<file path="config.mk">
export PLATFORM = sky130hd
export DESIGN_NAME = parking_occupancy_counter
export DESIGN_NICKNAME = d
export VERILOG_FILES = /design/src/rtl/parking_occupancy_counter.sv
export SDC_FILE = /design/constraint.sdc
export NUM_CORES = 1
export LEC_CHECK = 0
export CORE_MARGIN = 2
export CORE_UTILIZATION = 50
export CTS_CLUSTER_SIZE = 16
export DETAILED_ROUTE_END_ITERATION = 10
export GPL_ROUTABILITY_DRIVEN = 0
export GPL_TIMING_DRIVEN = 0
export PLACE_DENSITY = 0.79
export SLEW_MARGIN = 5
export SYNTH_ARGS = -nofsm -noshare
export SYNTH_HDL_FRONTEND = slang
export SYNTH_SLANG_ARGS = --single-unit
export TNS_END_PERCENT = 5
</file>
<file path="constraint.sdc">
create_clock -name Clk -period 3.13 [get_ports Clk]
set_input_delay 0.4695 -clock Clk [delete_from_list [all_inputs] [get_ports Clk]]
set_output_delay 0.4695 -clock Clk [all_outputs]
set_load 0.01 [all_outputs]
</file>
<file path="src/rtl/parking_occupancy_counter.sv">
// Parking-lot occupancy counter: edge-detects Enter/Exit levels, tracks 0..CAPACITY with BCD and 7-seg outputs.
// Optional peak-occupancy register enabled by defining OCC_PEAK_EN.
module parking_occupancy_counter #(
    parameter int CAPACITY = 25,
    parameter int CNT_W    = 7
) (
    input  logic             Clk,
    input  logic             Rst,
    input  logic             Enter,
    input  logic             Exit,
    output logic [CNT_W-1:0] count,
    output logic [3:0]       ones_bcd,
    output logic [3:0]       tens_bcd,
    output logic [6:0]       HEX0,
    output logic [6:0]       HEX1,
    output logic             full,
    output logic             empty,
    output logic             err,
    output logic [CNT_W-1:0] peak
);

    localparam logic [CNT_W-1:0] CAP_C = CNT_W'(CAPACITY);
    localparam logic [6:0]       SEG_BLANK = 7'h7F;

    function automatic logic [6:0] seg7(input logic [3:0] d);
        case (d)
            4'd0:    seg7 = 7'b1000000;
            4'd1:    seg7 = 7'b1111001;
            4'd2:    seg7 = 7'b0100100;
            4'd3:    seg7 = 7'b0110000;
            4'd4:    seg7 = 7'b0011001;
            4'd5:    seg7 = 7'b0010010;
            4'd6:    seg7 = 7'b0000010;
            4'd7:    seg7 = 7'b1111000;
            4'd8:    seg7 = 7'b0000000;
            4'd9:    seg7 = 7'b0010000;
            default: seg7 = SEG_BLANK;
        endcase
    endfunction

    logic             r_enter_q, r_exit_q;
    logic [CNT_W-1:0] r_count;
    logic [3:0]       r_ones, r_tens;
    logic [6:0]       r_hex0, r_hex1;
    logic             r_full, r_empty, r_err;

    logic             w_enter_p, w_exit_p;
    logic             w_inc, w_dec, w_illegal;
    logic [CNT_W-1:0] w_next_count;
    logic [3:0]       w_next_ones, w_next_tens;

    assign w_enter_p = Enter & ~r_enter_q;
    assign w_exit_p  = Exit  & ~r_exit_q;

    // Simultaneous enter and exit cancel out and are never an error.
    assign w_inc     = w_enter_p & ~w_exit_p & (r_count != CAP_C);
    assign w_dec     = w_exit_p  & ~w_enter_p & (r_count != '0);
    assign w_illegal = (w_enter_p & ~w_exit_p & (r_count == CAP_C))
                     | (w_exit_p  & ~w_enter_p & (r_count == '0));

    // NOTE: every always_comb output gets a default first so no latch is inferred.
    always_comb begin
        w_next_count = r_count;
        w_next_ones  = r_ones;
        w_next_tens  = r_tens;
        if (w_inc) begin
            w_next_count = r_count + CNT_W'(1);
            if (r_ones == 4'd9) begin
                w_next_ones = 4'd0;
                w_next_tens = r_tens + 4'd1;
            end else begin
                w_next_ones = r_ones + 4'd1;
            end
        end else if (w_dec) begin
            w_next_count = r_count - CNT_W'(1);
            if (r_ones == 4'd0) begin
                w_next_ones = 4'd9;
                w_next_tens = r_tens - 4'd1;
            end else begin
                w_next_ones = r_ones - 4'd1;
            end
        end
    end

    // NOTE: sequential state uses non-blocking assignments so all registers see pre-edge values.
    always_ff @(posedge Clk) begin
        if (Rst) begin
            // Edge-detect history set high so a level held through reset is not counted.
            r_enter_q <= 1'b1;
            r_exit_q  <= 1'b1;
            r_count   <= '0;
            r_ones    <= 4'd0;
            r_tens    <= 4'd0;
            r_hex0    <= 7'b1000000;
            r_hex1    <= SEG_BLANK;
            r_full    <= 1'b0;
            r_empty   <= 1'b1;
            r_err     <= 1'b0;
        end else begin
            r_enter_q <= Enter;
            r_exit_q  <= Exit;
            r_count   <= w_next_count;
            r_ones    <= w_next_ones;
            r_tens    <= w_next_tens;
            r_hex0    <= seg7(w_next_ones);
            r_hex1    <= (w_next_tens == 4'd0) ? SEG_BLANK : seg7(w_next_tens);
            r_full    <= (w_next_count == CAP_C);
            r_empty   <= (w_next_count == '0);
            r_err     <= r_err | w_illegal;
        end
    end

`ifdef OCC_PEAK_EN
    logic [CNT_W-1:0] r_peak;

    always_ff @(posedge Clk) begin
        if (Rst) begin
            r_peak <= '0;
        end else if (w_next_count > r_peak) begin
            r_peak <= w_next_count;
        end
    end

    assign peak = r_peak;
`else
    assign peak = '0;
`endif

    assign count    = r_count;
    assign ones_bcd = r_ones;
    assign tens_bcd = r_tens;
    assign HEX0     = r_hex0;
    assign HEX1     = r_hex1;
    assign full     = r_full;
    assign empty    = r_empty;
    assign err      = r_err;

endmodule
</file>
* Word-level counts from Yosys, hierarchy flattened *
Memory sizes are Yosys's and may differ from the RTL's. A register that Yosys moved wholly into a read port is not among the register bits.
Index checks and enable logic that the tools add are counted.

cells by class
  add/subtract/negate cells = 6
  equality and inequality tests = 4
  muxes and demuxes = 10
  bitwise gates (word level) = 14
  reductions and logical operators = 6

operators by type and width
  cell                                                    count
  2-to-1 mux 4 bit                                        8
  equality test 7 x 5 -> 1 bit (second input constant)    2
  zero test 7 bit                                         2
  2-to-1 mux 7 bit                                        2
  adder 4 x 1 -> 4 bit (second input constant)            2
  bitwise AND 1 bit                                       8
  zero test 4 bit                                         2
  subtractor 4 x 1 -> 4 bit (second input constant)       2
  adder 7 x 1 -> 7 bit (second input constant)            1
  inequality test 7 x 5 -> 1 bit (second input constant)  1
  nonzero test 7 bit                                      1
  subtractor 7 x 1 -> 7 bit (second input constant)       1
  equality test 4 bit (second input constant)             1
  NOT 1 bit                                               4
  OR 1 bit                                                2
  OR reduction 2 bit                                      1

word-level totals
  register bits after elaboration = 20
  memory bits (read-only) = 224
  memories = 2

memory list
  name             words  width  read ports  clocked after memory_dff  write ports  RTL line  text
  (no name shown)  16     7      1           1                         0            26        case (d)
  (no name shown)  16     7      1           1                         0            26

* Logic depth before layout (Yosys ltp) *
Gate-level depths: netlist of the first run.

  word-level depth = 9
  mapped depth = 14
  gate-level depth less buffers = 14

* Worst setup path before layout of the first run *
No wires, ideal clock.

  path type = reg-to-reg
  from = register r_count[1] (netlist: count[1])
  to = register r_hex1[2] (netlist: HEX1[2])
  setup time = 0.115 ns
  arrival = 2.797 ns
  data required time = 3.015 ns
  path slack = 0.218 ns
  stages on the path, launching flop included = 13
  buffers on the path = 0
  period minus slack after synthesis = 2.912 ns
  cells stage by stage = dfxtp_1 -> inv_1 -> ha_1 -> nor2b_1 -> or4b_4 -> and3_4 -> o32ai_2 -> inv_2 -> ha_1 -> and4b_1 -> a311oi_1 -> a32oi_2 -> a31o_1

on the way
  longest elaborated chain between the ends = 6

ends and longest elaborated chain
  element                       RTL line  text
  start, declared               42        logic [CNT_W-1:0] r_count;
  start signal, assigned        102       r_count <= w_next_count;
  nonzero test 7 bit            57        assign w_dec = w_exit_p & ~w_enter_p & (r_count != '0);
  bitwise AND 1 bit             57
  2-to-1 mux 4 bit              74        end else if (w_dec) begin
  2-to-1 mux 4 bit (*)          66        if (w_inc) begin
  via w_next_tens[1]            50        logic [3:0] w_next_ones, w_next_tens;
  zero test 4 bit               106       r_hex1 <= (w_next_tens == 4'd0) ? SEG_BLANK : seg7(w_next_tens);
  OR reduction 2 bit (no line)  n/a
  end, declared                 44        logic [6:0] r_hex0, r_hex1;

Mark *: on every way through the listed nets, which the timed path passes. The rest lies on a longest branch.
A chain may end at the register's enable or synchronous reset.

* Worst setup path after layout of the first run *
  from = register r_count[1] (netlist: count[1])
  to = register r_hex1[0] (netlist: HEX1[0])

The elaborated chain is that of the path after synthesis.

==> results.yml, run 1 <==
run_status:
  outcome: "finished, final reports clean"
synthesis:
  netlist_instances: 226
  netlist_area_mm2: 0.00197
  postSynthRegisterBits: 34
  synth_edf_count: 0
  yosys_warnings: 0
  synthArstFlopShare_pct: 0
  synth_seq_area_share_pct: 34.6
  ys_types: 57
  ys.flop_type: "dfxtp_1"
  syn_area_per_cell_um2: 8.70
routing:
  vias: 1834
  viasPerCell: 5.52
  drt_iter0_drc: 77
  antenna_left: 0
  route.detailed.drc: 0
  finalWirelength_mm: 4.70
  first_pass_iters: 4
  wl_per_cell_um: 14.1
cells_and_area:
  layout-drive-gt1-share_pct: 18.0
  fillerInstances: 298
  layout_commonest_cell: "clkdlybuf4s50_1"
  diodes: 0
  nNetsFinal: 303
  final_util_pct: 71.1
  syn2layout_area_growth_pct: 34.4
  layout_common_cells: "clkdlybuf4s50_1 (34), dfxtp_1 (32), nor2_1 (21)"
  finalInstanceArea_mm2: 0.00264
clock_tree:
  numCtsBuffers: 5
  cts_max_level: 2
  root_buffer: "clkbuf_8"
  holdBufCountCts: 0
  clock_latency_ps: 290
  cts_tree: "done"
  cts.sinks: 34
  clk_pin_slew_ps: 70
  clockBufferDepth: 2
worst_setup_path:
  crit_path_max_incr_delay_ps: 500
  worst-path-max-fanout: 5
  critPathTopFamily: "simple AND/OR/NAND/NOR gates"
  cp-end-kind: "register"
  crit_type: "register to register"
  critical_path.cell_chain: "inv_4 -> ha_1 -> nor2b_2 -> or4b_4 -> and3_4 -> o32ai_4 -> inv_2 -> ha_2 -> and4b_1 -> a311oi_2 -> a32oi_2 -> buf_4 -> a21o_1"
  worstPathRequired_ps: 3320
  arrival_ps: 3250
  worst_setup_path_start_kind: "register"
  worst-path-buf-inv: 3
  slowest_stage: "or4b_4"
placed_design:
  io_buffers: 34
  place_hpwl_mm: 3.07
  placed_cell_area_mm2: 0.00239
global_routing:
  grt_first_pass_wirelength_mm: 7.00
  antenna_found_initial: 0
  grt_pass1_vias: 1506
  grt_max_degree: 11
  gr-usage-all-layers_pct: 20.9
  grt_overflow: 0
pwr:
  power_density_mw_per_mm2: 471
  p_leak_nw: 1.08
  vdd_ir_drop_max_v: 0.000297
floorplan:
  die_h_um: 66.7
  die_x_um: 66.7
  fp.dieArea_mm2: 0.00445
  io_pins: 43
  rows: 22
  initial_utilization_pct: 52.9
  coreArea_mm2: 0.00372
sta:
  slew-limit-headroom_pct: 66.2
  min_period_ps: 3070
  setup_viol: 0
  tightest_slew_ps: 508
  period_share_pct: 98.0
  final-hold-violation-count: 0
  slew_violations: 0
  finClkSkew_ps: 1.82
  fmax_ghz: 0.326
min_path:
  hold_class: "register to register"
job:
  cap_violations: 0
==> what timing repair did <==
action / CTS / global route
gates cloned: 0 / 0
pin swaps: 2 / 5
setup buffers: 1 / 9
resized for setup: 2 / 16
hold endpoints to repair: 0 / 0
endpoints found under the setup margin: 6 / 11
==> area by class of cell <==
cell class / count / area, µm² / share of cell area, %
Buffer: 15 / 83.8 / 3.17
Timing Repair Buffer: 44 / 415 / 15.7
Inverter: 12 / 47.5 / 1.80
Multi-Input combinational cell: 171 / 1240 / 47.0
Tap cell: 48 / 60.1 / 2.27
Sequential cell: 34 / 683 / 25.8
Clock buffer: 8 / 110 / 4.16
==> tightest hold or removal path: stages (launching register included) <==
cell,delay [ps]
dfxtp_1,310
a21oi_1,110
a21oi_1,70
==> report_power, final <==
part           leakage [nW]  internal (mW)  switching, mW  total [mW]
clock                0.0575          0.222          0.155       0.377
combinational         0.742          0.188          0.174       0.363
sequential            0.278          0.476         0.0294       0.506
==> synthesized netlist by cell type (3+ instances only) <==
cell type   n  share of area [%]
a21o_1      4                1.5
a21oi_1    12                3.1
and2_1      7                2.2
and3_1      7                2.2
buf_4       7                2.7
clkbuf_1    7                1.3
dfxtp_1    34                 35
ha_1       16                 10
inv_1      11                2.1
nand2_1    11                2.1
nand2b_1    5                1.6
nand3_1     7                1.8
nand4_1     5                1.6
nor2_1     23                4.4
nor2b_1     3               0.95
nor3_1      3               0.76
o21ai_0     7                1.8
xnor2_1     6                2.7
xor2_1      3                1.3
==> registers in the layout, summed over array words and instances, names as in the netlist <==
name,cells
tens_bcd,4
HEX0,7
r_enter_q,1
empty,1
r_exit_q,1
count,7
err,1
HEX1,7
full,1
ones_bcd,4
==> final timing paths <==
path	from	endpoint	slack, ps	cells past startpoint
max	count[1]	HEX1[0]	60	13
max reg2reg	count[1]	HEX1[0]	60	13
min	err	err	530	2
min reg2reg	err	err	530	2
==> metrics by stage <==
| step | power (mW) | instances | hold WS [ps] | setup WS, ps | TNS, ps |
|---|---|---|---|---|---|
| 6_report | 1.25 | 332 | 534 | 64.0 | 0 |
| 5_1_grt | 1.31 | 332 | 607 | -88.6 | -338 |
| 4_1_cts | 1.21 | 323 | 537 | 26.9 | 0 |
| 3_5_place_dp | 0.831 | 314 | 528 | -241 | -1300 |
| 3_3_place_gp | 0.828 | 314 | 529 | -214 | -1150 |
| 2_1_floorplan | 0.708 | 232 | 539 | 218 | 0 |
==> cell families after synthesis <==
family,after synthesis,share of synthesized area [%]
buffers and inverters,27,6.55
AND/OR/NAND/NOR,85,23.9
flip-flops,34,34.6
other,1,0.191
XOR/XNOR,9,4.01
AO/OA/AOI/OAI,49,17.9
multiplexers,5,2.74
adder cells (fa/ha/maj),16,10.2
==> metal layers <==
metal	wire length [µm]	share of wire [%]	GRT usage, %	vias up
li1	-	-	-	902
met1	2150	46	27.0	865
met2	2240	48	34.3	53
met3	220	4.7	3.72	14
met4	91	1.9	8.42	0
met5	0	0	0	-
Power figures use the tool's default switching activity.
==> run 2, diff against run 1 <==
--- a/config.mk
+++ b/config.mk
@@ -10,7 +10,7 @@
 export CTS_CLUSTER_SIZE = 16
 export DETAILED_ROUTE_END_ITERATION = 10
 export GPL_ROUTABILITY_DRIVEN = 0
-export GPL_TIMING_DRIVEN = 0
+export GPL_TIMING_DRIVEN = 1
 export PLACE_DENSITY = 0.79
 export SLEW_MARGIN = 5
 export SYNTH_ARGS = -nofsm -noshare
==> run 2 against run 1 <==
Effect of this change: utilization down 3.1 points; fmax up 4.0%; critical path type unchanged; design area is 4.4% lower; via count down 4.2%; wire length shrank 7.5%; critical endpoint is now HEX1[2]; largest power group unchanged; final cell count is 3.0% lower; combinational power shrank 7.2%.
==> results.yml, run 2 (synthesized netlist as in run 1, its figures left out) <==
min_path:
  min_to: "err"
  hold_path_depth: 2
  hp-start: "err"
  hold_class: "register to register"
routing:
  first_pass_iters: 4
  finalWirelength_mm: 4.34
  drt_iter0_drc: 110
  vias: 1757
  antenna_left: 0
  wl_met1_mm: 2.04
  viasPerCell: 5.46
  wl_per_cell_um: 13.5
  wl_met3_um: 206
  routed.top_layer: "met4"
  route.detailed.drc: 0
  wl_met2_mm: 2.05
job:
  cap_violations: 0
global_routing:
  grt_max_degree: 18
  gr-usage-all-layers_pct: 21.5
  antenna_found_initial: 0
  grt_overflow: 0
  grt_first_pass_wirelength_mm: 7.31
  grt_pass1_vias: 1597
worst_setup_path:
  worst-r2r-cell-count: 12
  slowest_stage: "or4b_4"
  worst_setup_path_start_kind: "register"
  r2r-start: "count[1]"
  cp-end-kind: "register"
  crit_type: "register to register"
  crit_path_max_incr_delay_ps: 520
  arrival_ps: 3130
  rrSetupSlack_ps: 180
  critical_path.cell_chain: "inv_2 -> ha_1 -> nor2b_1 -> or4b_4 -> and3_4 -> o32ai_2 -> inv_2 -> ha_1 -> and4b_1 -> a311oi_2 -> a32oi_2 -> a31o_1"
  worst-path-max-fanout: 6
  worstPathRequired_ps: 3310
  r2r_end: "HEX1[2]"
cells_and_area:
  layout_common_cells: "clkdlybuf4s50_1 (35), dfxtp_1 (34), nor2_1 (23)"
  layout-drive-gt1-share_pct: 13.5
  syn2layout_area_growth_pct: 28.6
  diodes: 0
  layout_commonest_cell: "clkdlybuf4s50_1"
  nNetsFinal: 293
  final_cell_count_no_fill: 322
placed_design:
  place_hpwl_mm: 3.18
  dpl.cell_count: 314
  io_buffers: 35
pwr:
  power_density_mw_per_mm2: 463
  p_leak_nw: 1.03
  power_mw: 1.17
  vdd_ir_drop_max_v: 0.000267
sta:
  rsz0062_at_grt: "false"
  slew-limit-headroom_pct: 62.9
  min_period_ps: 2950
  slew_violations: 0
  fmax_ghz: 0.339
  finClkSkew_ps: 4.18
  setup_viol: 0
  period_share_pct: 94.2
  tightest_slew_ps: 543
  final-hold-violation-count: 0
clock_tree:
  clk_pin_slew_ps: 70
  root_buffer: "clkbuf_8"
  clock_latency_ps: 280
  cts_max_level: 2
  cts_tree: "done"
  cts.sinks: 34
  clockBufferDepth: 2
  holdBufCountCts: 0
  numCtsBuffers: 5
floorplan:
  rows: 22
  io_pins: 43
  coreArea_mm2: 0.00372
  die_h_um: 66.7
  die_x_um: 66.7
  fp.dieArea_mm2: 0.00445
  initial_utilization_pct: 52.9
run_status:
  outcome: "finished, final reports clean"
## run 2: final cells by class
type / count / area [µm²]
multi-input cells: 171 / 1200
clock buffers: 7 / 86.3
flip-flops and latches: 34 / 681
clock inverters: 1 / 5.00
repair buffers: 49 / 455
fillers: 308 / 1190
well taps: 48 / 60.1
inverters: 12 / 45.0
## run 2: how the worst max path moves through the flow
| stage | endpoint | from | depth (start not counted) |
|---|---|---|---|
| 2_1_floorplan | HEX1[2] | count[1] | 12 |
| 3_3_place_gp | HEX1[2] | Enter | 12 |
| 3_5_place_dp | HEX1[2] | Enter | 12 |
| 4_1_cts | HEX1[2] | count[1] | 13 |
| 5_1_grt | HEX1[2] | count[1] | 12 |
| 6_report | HEX1[2] | count[1] | 12 |
## run 2: worst max-delay path, delay by kind of cell (launching register included)
kind | cells | cell delay (ps)
AOI/OAI and AO/OA | 4 | 890
adders and majority gates | 2 | 350
buffers and inverters | 2 | 170
DFF | 1 | 360
and+or+nand+nor | 4 | 1070
## run 2: metal layers
layer,track usage (%),vias to the layer above
met5,0,-
met4,7.40,0
met3,4.56,6
met2,33.5,54
met1,29.3,819
li1,-,878
## run 2: report_power, final
group	internal, mW	switching [mW]
clock	0.177	0.149
sequential	0.476	0.0303
combinational	0.176	0.161
total	0.829	0.341
## run 2: repair_timing
item	in CTS	in global routing
endpoints found under the setup margin	0	9
resized for setup	0	4
buffers inserted	0	0
## run 2: metrics by stage
step           TNS [ps]  instance area (µm²)  utilization, %  worst slack (ps)  hold slack [ps]
3_5_place_dp      -2.63                 2420            65.2             -2.63              523
3_3_place_gp          0                 2420            65.2              50.5              523
2_1_floorplan         0                 1990               -               218              539
6_report              0                 2530            68.0               182              529
5_1_grt               0                 2530            68.0              5.88              579
4_1_cts               0                 2510            67.6               102              537
